## config.mk

```make
export PLATFORM = sky130hd
export DESIGN_NAME = polarity_restore_rx_flat
export DESIGN_NICKNAME = d
export VERILOG_FILES = /design/src/rtl/polarity_restore_rx_if.sv /design/src/rtl/polarity_restore_rx.sv /design/src/flat_wrapper.sv
export SDC_FILE = /design/constraint.sdc
export NUM_CORES = 1
export LEC_CHECK = 0
export BUFFER_PORTS_ARGS = -buffer_cell sky130_fd_sc_hd__buf_2
export CAP_MARGIN = 40
export CELL_PAD_IN_SITES_DETAIL_PLACEMENT = 1
export CELL_PAD_IN_SITES_GLOBAL_PLACEMENT = 1
export CORE_MARGIN = 1.5
export CORE_UTILIZATION = 44
export DETAILED_ROUTE_END_ITERATION = 8
export MAX_ROUTING_LAYER = met4
export PLACE_DENSITY_LB_ADDON = 0.1
export RECOVER_POWER = 25
export SLEW_MARGIN = 20
export SYNTH_ARGS = -nofsm -noshare
export SYNTH_HDL_FRONTEND = slang
export SYNTH_SLANG_ARGS = --single-unit
```

## constraint.sdc

```tcl
create_clock -name clk -period 2.36 [get_ports clk]
set_clock_uncertainty 0.1 [all_clocks]
set_input_delay 0.354 -clock clk [delete_from_list [all_inputs] [get_ports clk]]
set_output_delay 0.354 -clock clk [all_outputs]
set_load 0.01 [all_outputs]
```

## src/rtl/polarity_restore_rx_if.sv

```systemverilog
// Serial handshake bundle between the bit-sampling front end, polarity_restore_rx and downstream framing.
interface polarity_restore_rx_if;
  logic din;
  logic din_valid;
  logic relock;
  logic dout;
  logic dout_valid;
  logic locked;
  logic inverted;
  logic sync_hit;
  logic frame_end;

  modport master (
    output din, din_valid, relock,
    input  dout, dout_valid, locked, inverted, sync_hit, frame_end
  );

  modport slave (
    input  din, din_valid, relock,
    output dout, dout_valid, locked, inverted, sync_hit, frame_end
  );
endinterface

```

## src/rtl/polarity_restore_rx.sv

```systemverilog
// Hunts for SYNC_WORD in true or complemented form, latches polarity, then emits FRAME_LEN corrected bits.
// Optional idle timeout while LOCKED is enabled by defining POL_TIMEOUT_EN.
module polarity_restore_rx #(
  parameter int unsigned       SYNC_W    = 8,
  parameter logic [SYNC_W-1:0] SYNC_WORD = 8'hD5,
  parameter int unsigned       FRAME_LEN = 16,
  parameter int unsigned       CNT_W     = 5,
  parameter int unsigned       TIMEOUT   = 64
) (
  input logic                 clk,
  input logic                 rst_n,
  polarity_restore_rx_if.slave bus
);

  localparam int unsigned FILL_W = $clog2(SYNC_W + 1);

  typedef enum logic {HUNT = 1'b0, LOCKED = 1'b1} state_t;

  state_t            state_q, state_d;
  logic [SYNC_W-1:0] sr_q, sr_d;
  logic [FILL_W-1:0] fill_q, fill_d;
  logic [CNT_W-1:0]  pay_q, pay_d;
  logic              dout_q, dout_d;
  logic              dout_valid_q, dout_valid_d;
  logic              locked_q, locked_d;
  logic              inverted_q, inverted_d;
  logic              sync_hit_q, sync_hit_d;
  logic              frame_end_q, frame_end_d;

  logic [SYNC_W-1:0] nxt;
  logic              can_match;
  logic              drop;

`ifdef POL_TIMEOUT_EN
  localparam int unsigned IDLE_W = $clog2(TIMEOUT + 1);
  logic [IDLE_W-1:0] idle_q, idle_d;
`else
  logic unused_timeout;
  assign unused_timeout = ^TIMEOUT;
`endif

  always_comb begin
    state_d      = state_q;
    sr_d         = sr_q;
    fill_d       = fill_q;
    pay_d        = pay_q;
    dout_d       = dout_q;
    dout_valid_d = 1'b0;
    sync_hit_d   = 1'b0;
    frame_end_d  = 1'b0;
    inverted_d   = inverted_q;
    drop         = 1'b0;
`ifdef POL_TIMEOUT_EN
    idle_d       = '0;
`endif
    nxt       = {sr_q[SYNC_W-2:0], bus.din};
    // The current bit counts toward the fill, so one short of SYNC_W already qualifies.
    can_match = (fill_q >= FILL_W'(SYNC_W - 1));

    case (state_q)
      HUNT: begin
        if (bus.relock) begin
          fill_d = '0;
        end else if (bus.din_valid) begin
          sr_d = nxt;
          if (fill_q != FILL_W'(SYNC_W)) fill_d = fill_q + FILL_W'(1);
          if (can_match && (nxt == SYNC_WORD || nxt == ~SYNC_WORD)) begin
            state_d    = LOCKED;
            sync_hit_d = 1'b1;
            inverted_d = (nxt != SYNC_WORD);
            pay_d      = '0;
          end
        end
      end
      LOCKED: begin
        if (bus.relock) begin
          drop = 1'b1;
        end else if (bus.din_valid) begin
          dout_d       = bus.din ^ inverted_q;
          dout_valid_d = 1'b1;
          if (pay_q == CNT_W'(FRAME_LEN - 1)) begin
            frame_end_d = 1'b1;
            drop        = 1'b1;
          end else begin
            pay_d = pay_q + CNT_W'(1);
          end
        end
`ifdef POL_TIMEOUT_EN
        else if (idle_q == IDLE_W'(TIMEOUT - 1)) begin
          drop = 1'b1;
        end else begin
          idle_d = idle_q + IDLE_W'(1);
        end
`endif
      end
      default: drop = 1'b1;
    endcase

    if (drop) begin
      state_d = HUNT;
      sr_d    = '0;
      fill_d  = '0;
      pay_d   = '0;
    end
    locked_d = (state_d == LOCKED);
  end

  always_ff @(posedge clk or negedge rst_n) begin
    if (!rst_n) begin
      state_q      <= HUNT;
      sr_q         <= '0;
      fill_q       <= '0;
      pay_q        <= '0;
      dout_q       <= 1'b0;
      dout_valid_q <= 1'b0;
      locked_q     <= 1'b0;
      inverted_q   <= 1'b0;
      sync_hit_q   <= 1'b0;
      frame_end_q  <= 1'b0;
`ifdef POL_TIMEOUT_EN
      idle_q       <= '0;
`endif
    end else begin
      state_q      <= state_d;
      sr_q         <= sr_d;
      fill_q       <= fill_d;
      pay_q        <= pay_d;
      dout_q       <= dout_d;
      dout_valid_q <= dout_valid_d;
      locked_q     <= locked_d;
      inverted_q   <= inverted_d;
      sync_hit_q   <= sync_hit_d;
      frame_end_q  <= frame_end_d;
`ifdef POL_TIMEOUT_EN
      idle_q       <= idle_d;
`endif
    end
  end

  assign bus.dout       = dout_q;
  assign bus.dout_valid = dout_valid_q;
  assign bus.locked     = locked_q;
  assign bus.inverted   = inverted_q;
  assign bus.sync_hit   = sync_hit_q;
  assign bus.frame_end  = frame_end_q;

endmodule
```

## src/flat_wrapper.sv

```systemverilog
// flat-port wrapper written by rule: the top's interface ports become plain ports
module polarity_restore_rx_flat 
#(
  parameter int unsigned       SYNC_W    = 8,
  parameter logic [SYNC_W-1:0] SYNC_WORD = 8'hD5,
  parameter int unsigned       FRAME_LEN = 16,
  parameter int unsigned       CNT_W     = 5,
  parameter int unsigned       TIMEOUT   = 64
)
  (clk, rst_n, bus_din, bus_din_valid, bus_relock, bus_dout, bus_dout_valid, bus_locked, bus_inverted, bus_sync_hit, bus_frame_end);
  polarity_restore_rx_if bus_i ();
  input logic clk;
  input logic rst_n;
  input wire logic [$bits(bus_i.din)-1:0] bus_din;
  input wire logic [$bits(bus_i.din_valid)-1:0] bus_din_valid;
  input wire logic [$bits(bus_i.relock)-1:0] bus_relock;
  output wire logic [$bits(bus_i.dout)-1:0] bus_dout;
  output wire logic [$bits(bus_i.dout_valid)-1:0] bus_dout_valid;
  output wire logic [$bits(bus_i.locked)-1:0] bus_locked;
  output wire logic [$bits(bus_i.inverted)-1:0] bus_inverted;
  output wire logic [$bits(bus_i.sync_hit)-1:0] bus_sync_hit;
  output wire logic [$bits(bus_i.frame_end)-1:0] bus_frame_end;
  assign bus_i.din = bus_din;
  assign bus_i.din_valid = bus_din_valid;
  assign bus_i.relock = bus_relock;
  assign bus_dout = bus_i.dout;
  assign bus_dout_valid = bus_i.dout_valid;
  assign bus_locked = bus_i.locked;
  assign bus_inverted = bus_i.inverted;
  assign bus_sync_hit = bus_i.sync_hit;
  assign bus_frame_end = bus_i.frame_end;
  polarity_restore_rx #(.SYNC_W(SYNC_W), .SYNC_WORD(SYNC_WORD), .FRAME_LEN(FRAME_LEN), .CNT_W(CNT_W), .TIMEOUT(TIMEOUT)) u_core (.clk(clk), .rst_n(rst_n), .bus(bus_i));
endmodule
```

==> impl_metrics.yaml <==
cts:
  clkTransAtPathRegs_ps: 120
  cts-root-buf: "clkbuf_4"
  numCtsBuffers: 3
  htreeDepth: 1
  cts_num_sinks: 22
  clockBufferDepth: 2
  cts_tree: "built"
  clk-insertion-delay-late_ps: 310
floorplanning:
  coreArea_um2: 2500
  fp.dieW_um: 54.6
  die_y_um: 54.6
  rows: 18
  die_area_um2: 2980
  start_util_pct: 46.9
  pin_count: 11
worst_setup_path:
  path_common_cell: "ha_1"
  cp.arrival_ps: 2200
  crit_slowest_cell: "dfrtp_1"
  start_kind: "flop"
  cpPeakStageDelay_ps: 430
  path_cells: "ha_1, and3_1, ha_1, nand2b_1, a31oi_2, o21ai_0, a21oi_1"
  cp.required_ps: 2500
  path_max_fanout: 6
  crit_family: "compound AO/OA/AOI/OAI gates"
  critPathKind: "flop to flop"
  path_buf_inv: 0
  critPathCaptureType: "flop"
power:
  peakVddDrop_uv: 422
  power_density_nw_per_um2: 562
  total_power_mw: 0.730
  p_leak_nw: 0.611
routing:
  via_per_inst: 5.86
  drt_wl_total_mm: 2.76
  ant_nets: 0
  drc: 0
  vias: 950
  drt_pass1_iterations: 4
  wl_per_cell_um: 17.0
  drtIter0Drc: 12
grt:
  grt_remaining_overflow: 0
  antenna_found_initial: 0
  grt_pass1_vias: 963
  grt_max_degree: 23
  grt.total_usage_pct: 21.7
  grt_pass1_wl_mm: 4.37
finish:
  drive_gt1_share_pct: 15.9
  final_cells: 162
  fill_cells: 291
  diodes: 0
  fin_nets: 142
  synthToLayoutAreaGrowth_pct: 10.9
timing:
  slew_viol_final: 0
  period_minus_slack_ps: 2060
  finalHoldViolations: 0
  setup_violations: 0
  grt_setup_unrepaired: "false"
  max_freq_ghz: 0.486
  slew_headroom_pct: 19.5
  tightest_slew_ps: 1210
  fin_tns_setup_ps: 0
  fin_crit_sh_pct: 87.2
synthesis:
  syn_area_um2: 1170
  synth_top_area_share_pct: 47.0
  synth.avg_cell_area_um2: 9.85
  ys_types: 35
  yosys_warnings: 0
  synthArstFlopShare_pct: 100
  synth_seq_cells: 22
  synth-edff-count: 0
  yosysMostFrequentCell: "dfrtp_1"
  synth_area_leaders: "dfrtp_1, o21ai_0, a22oi_1, nand2_1, ha_1"
  syn_nets: 128
  yosys-top-cells-count: "dfrtp_1, nand2_1, o21ai_0"
  synth_top_area_cell: "dfrtp_1"
  ys_seq_area_share_pct: 47.0
  ys.flop_type: "dfrtp_1"
  syn_inst: 119
placed_design:
  io_buffers: 10
  post-place-cells: 157
  gp_congestion: 0.736
  dp_hpwl_mm: 2.07
outcome:
  status: "finished clean"
hold_path:
  holdCritPathClass: "input port to flop"
job:
  maxCapViolCount: 0
[layout by cell type, fill, tap and decap left out, types with 2 or more instances in the layout]
| cell | count |
|---|---|
| a21oi_1 | 5 |
| a22oi_1 | 9 |
| and3_1 | 2 |
| buf_2 | 9 |
| buf_4 | 3 |
| clkbuf_4 | 3 |
| dfrtp_1 | 22 |
| ha_1 | 4 |
| inv_1 | 8 |
| nand2_1 | 14 |
| nand2b_1 | 3 |
| nand3_1 | 2 |
| nand3b_1 | 2 |
| nor2_1 | 2 |
| nor2b_1 | 2 |
| nor3_1 | 2 |
| nor4bb_1 | 3 |
| o21ai_0 | 14 |
| o311ai_0 | 2 |
| o31ai_1 | 2 |
[sequential cells by signal, summed over array words and instances (netlist names)]
register and flops:
u_core.sr_q 7, u_core.pay_q 5, u_core.fill_q 4, u_core.bus.dout 1, u_core.bus.dout_valid 1, u_core.bus.frame_end 1
u_core.bus.inverted 1, u_core.bus.sync_hit 1, u_core.state_q 1
[power breakdown]
| part | switching (mW) | internal [mW] |
|---|---|---|
| Sequential | 0.0324 | 0.403 |
| Combinational | 0.0465 | 0.0404 |
| Clock | 0.114 | 0.0943 |
[what timing repair did]
| action | in CTS | in global routing |
|---|---|---|
| setup buffers | 0 | 0 |
| setup endpoints to repair | 0 | 2 |
| hold buffers | 1 | 0 |
| gates resized for setup | 0 | 1 |
| endpoints found under the hold margin | 22 | 0 |
[final timing paths]
| check | startpoint | endpoint | slack [ps] | cells past startpoint |
|---|---|---|---|---|
| setup / recovery | u_core.pay_q[0]$_DFFE_PN0P_ | u_core.fill_q[3]$_DFFE_PN0P_ | 300 | 7 |
| hold / removal | bus_din_valid | u_core.bus.frame_end$_DFF_PN0_ | 290 | 2 |
| setup reg to reg | u_core.pay_q[0]$_DFFE_PN0P_ | u_core.fill_q[3]$_DFFE_PN0P_ | 300 | 7 |
| hold reg to reg | u_core.pay_q[4]$_DFFE_PN0P_ | u_core.pay_q[4]$_DFFE_PN0P_ | 450 | 2 |
| max in group asynchronous | rst_n | u_core.pay_q[3]$_DFFE_PN0P_ | 750 | 2 |
| min in group asynchronous | rst_n | u_core.sr_q[3]$_DFFE_PN0P_ | 700 | 2 |
[layer usage]
metal	vias up	share of wire (%)	track usage, %
met5	-	0	-
met4	0	0.98	8.33
met3	4	2.6	3.01
met2	14	47	32.9
met1	473	50	29.2
li1	459	-	-
[metrics by stage]
stage          hold slack, ps  utilization [%]  setup WS [ps]  instance area (µm²)
6_report                  292             52.0            302                 1300
5_1_grt                   293             52.0            153                 1300
3_3_place_gp              249             49.9            320                 1250
2_1_floorplan           -41.6                -            458                 1170
3_5_place_dp              246             49.9            163                 1250
4_1_cts                   269             51.8            164                 1290
[cells by family after synthesis]
family	Yosys count	synth area share [%]
xor gates and xnor gates	1	0.747
and+or+nand+nor	39	19.9
muxes	3	2.77
AOI/OAI and AO/OA	37	20.0
adders and majority gates	4	4.27
buffers and inverters	13	5.44
DFF	22	47.0
[final cells by class]
class                      count  area (µm²)  area share (%)
inverter                       8        30.0            2.31
timing repair buffer          14        81.3            6.26
tap                           30        37.5            2.89
clock buffer                   4        36.3            2.79
sequential                    22         551            42.3
multi-input combinational     84         564            43.4
Power figures use the tool's default switching activity.
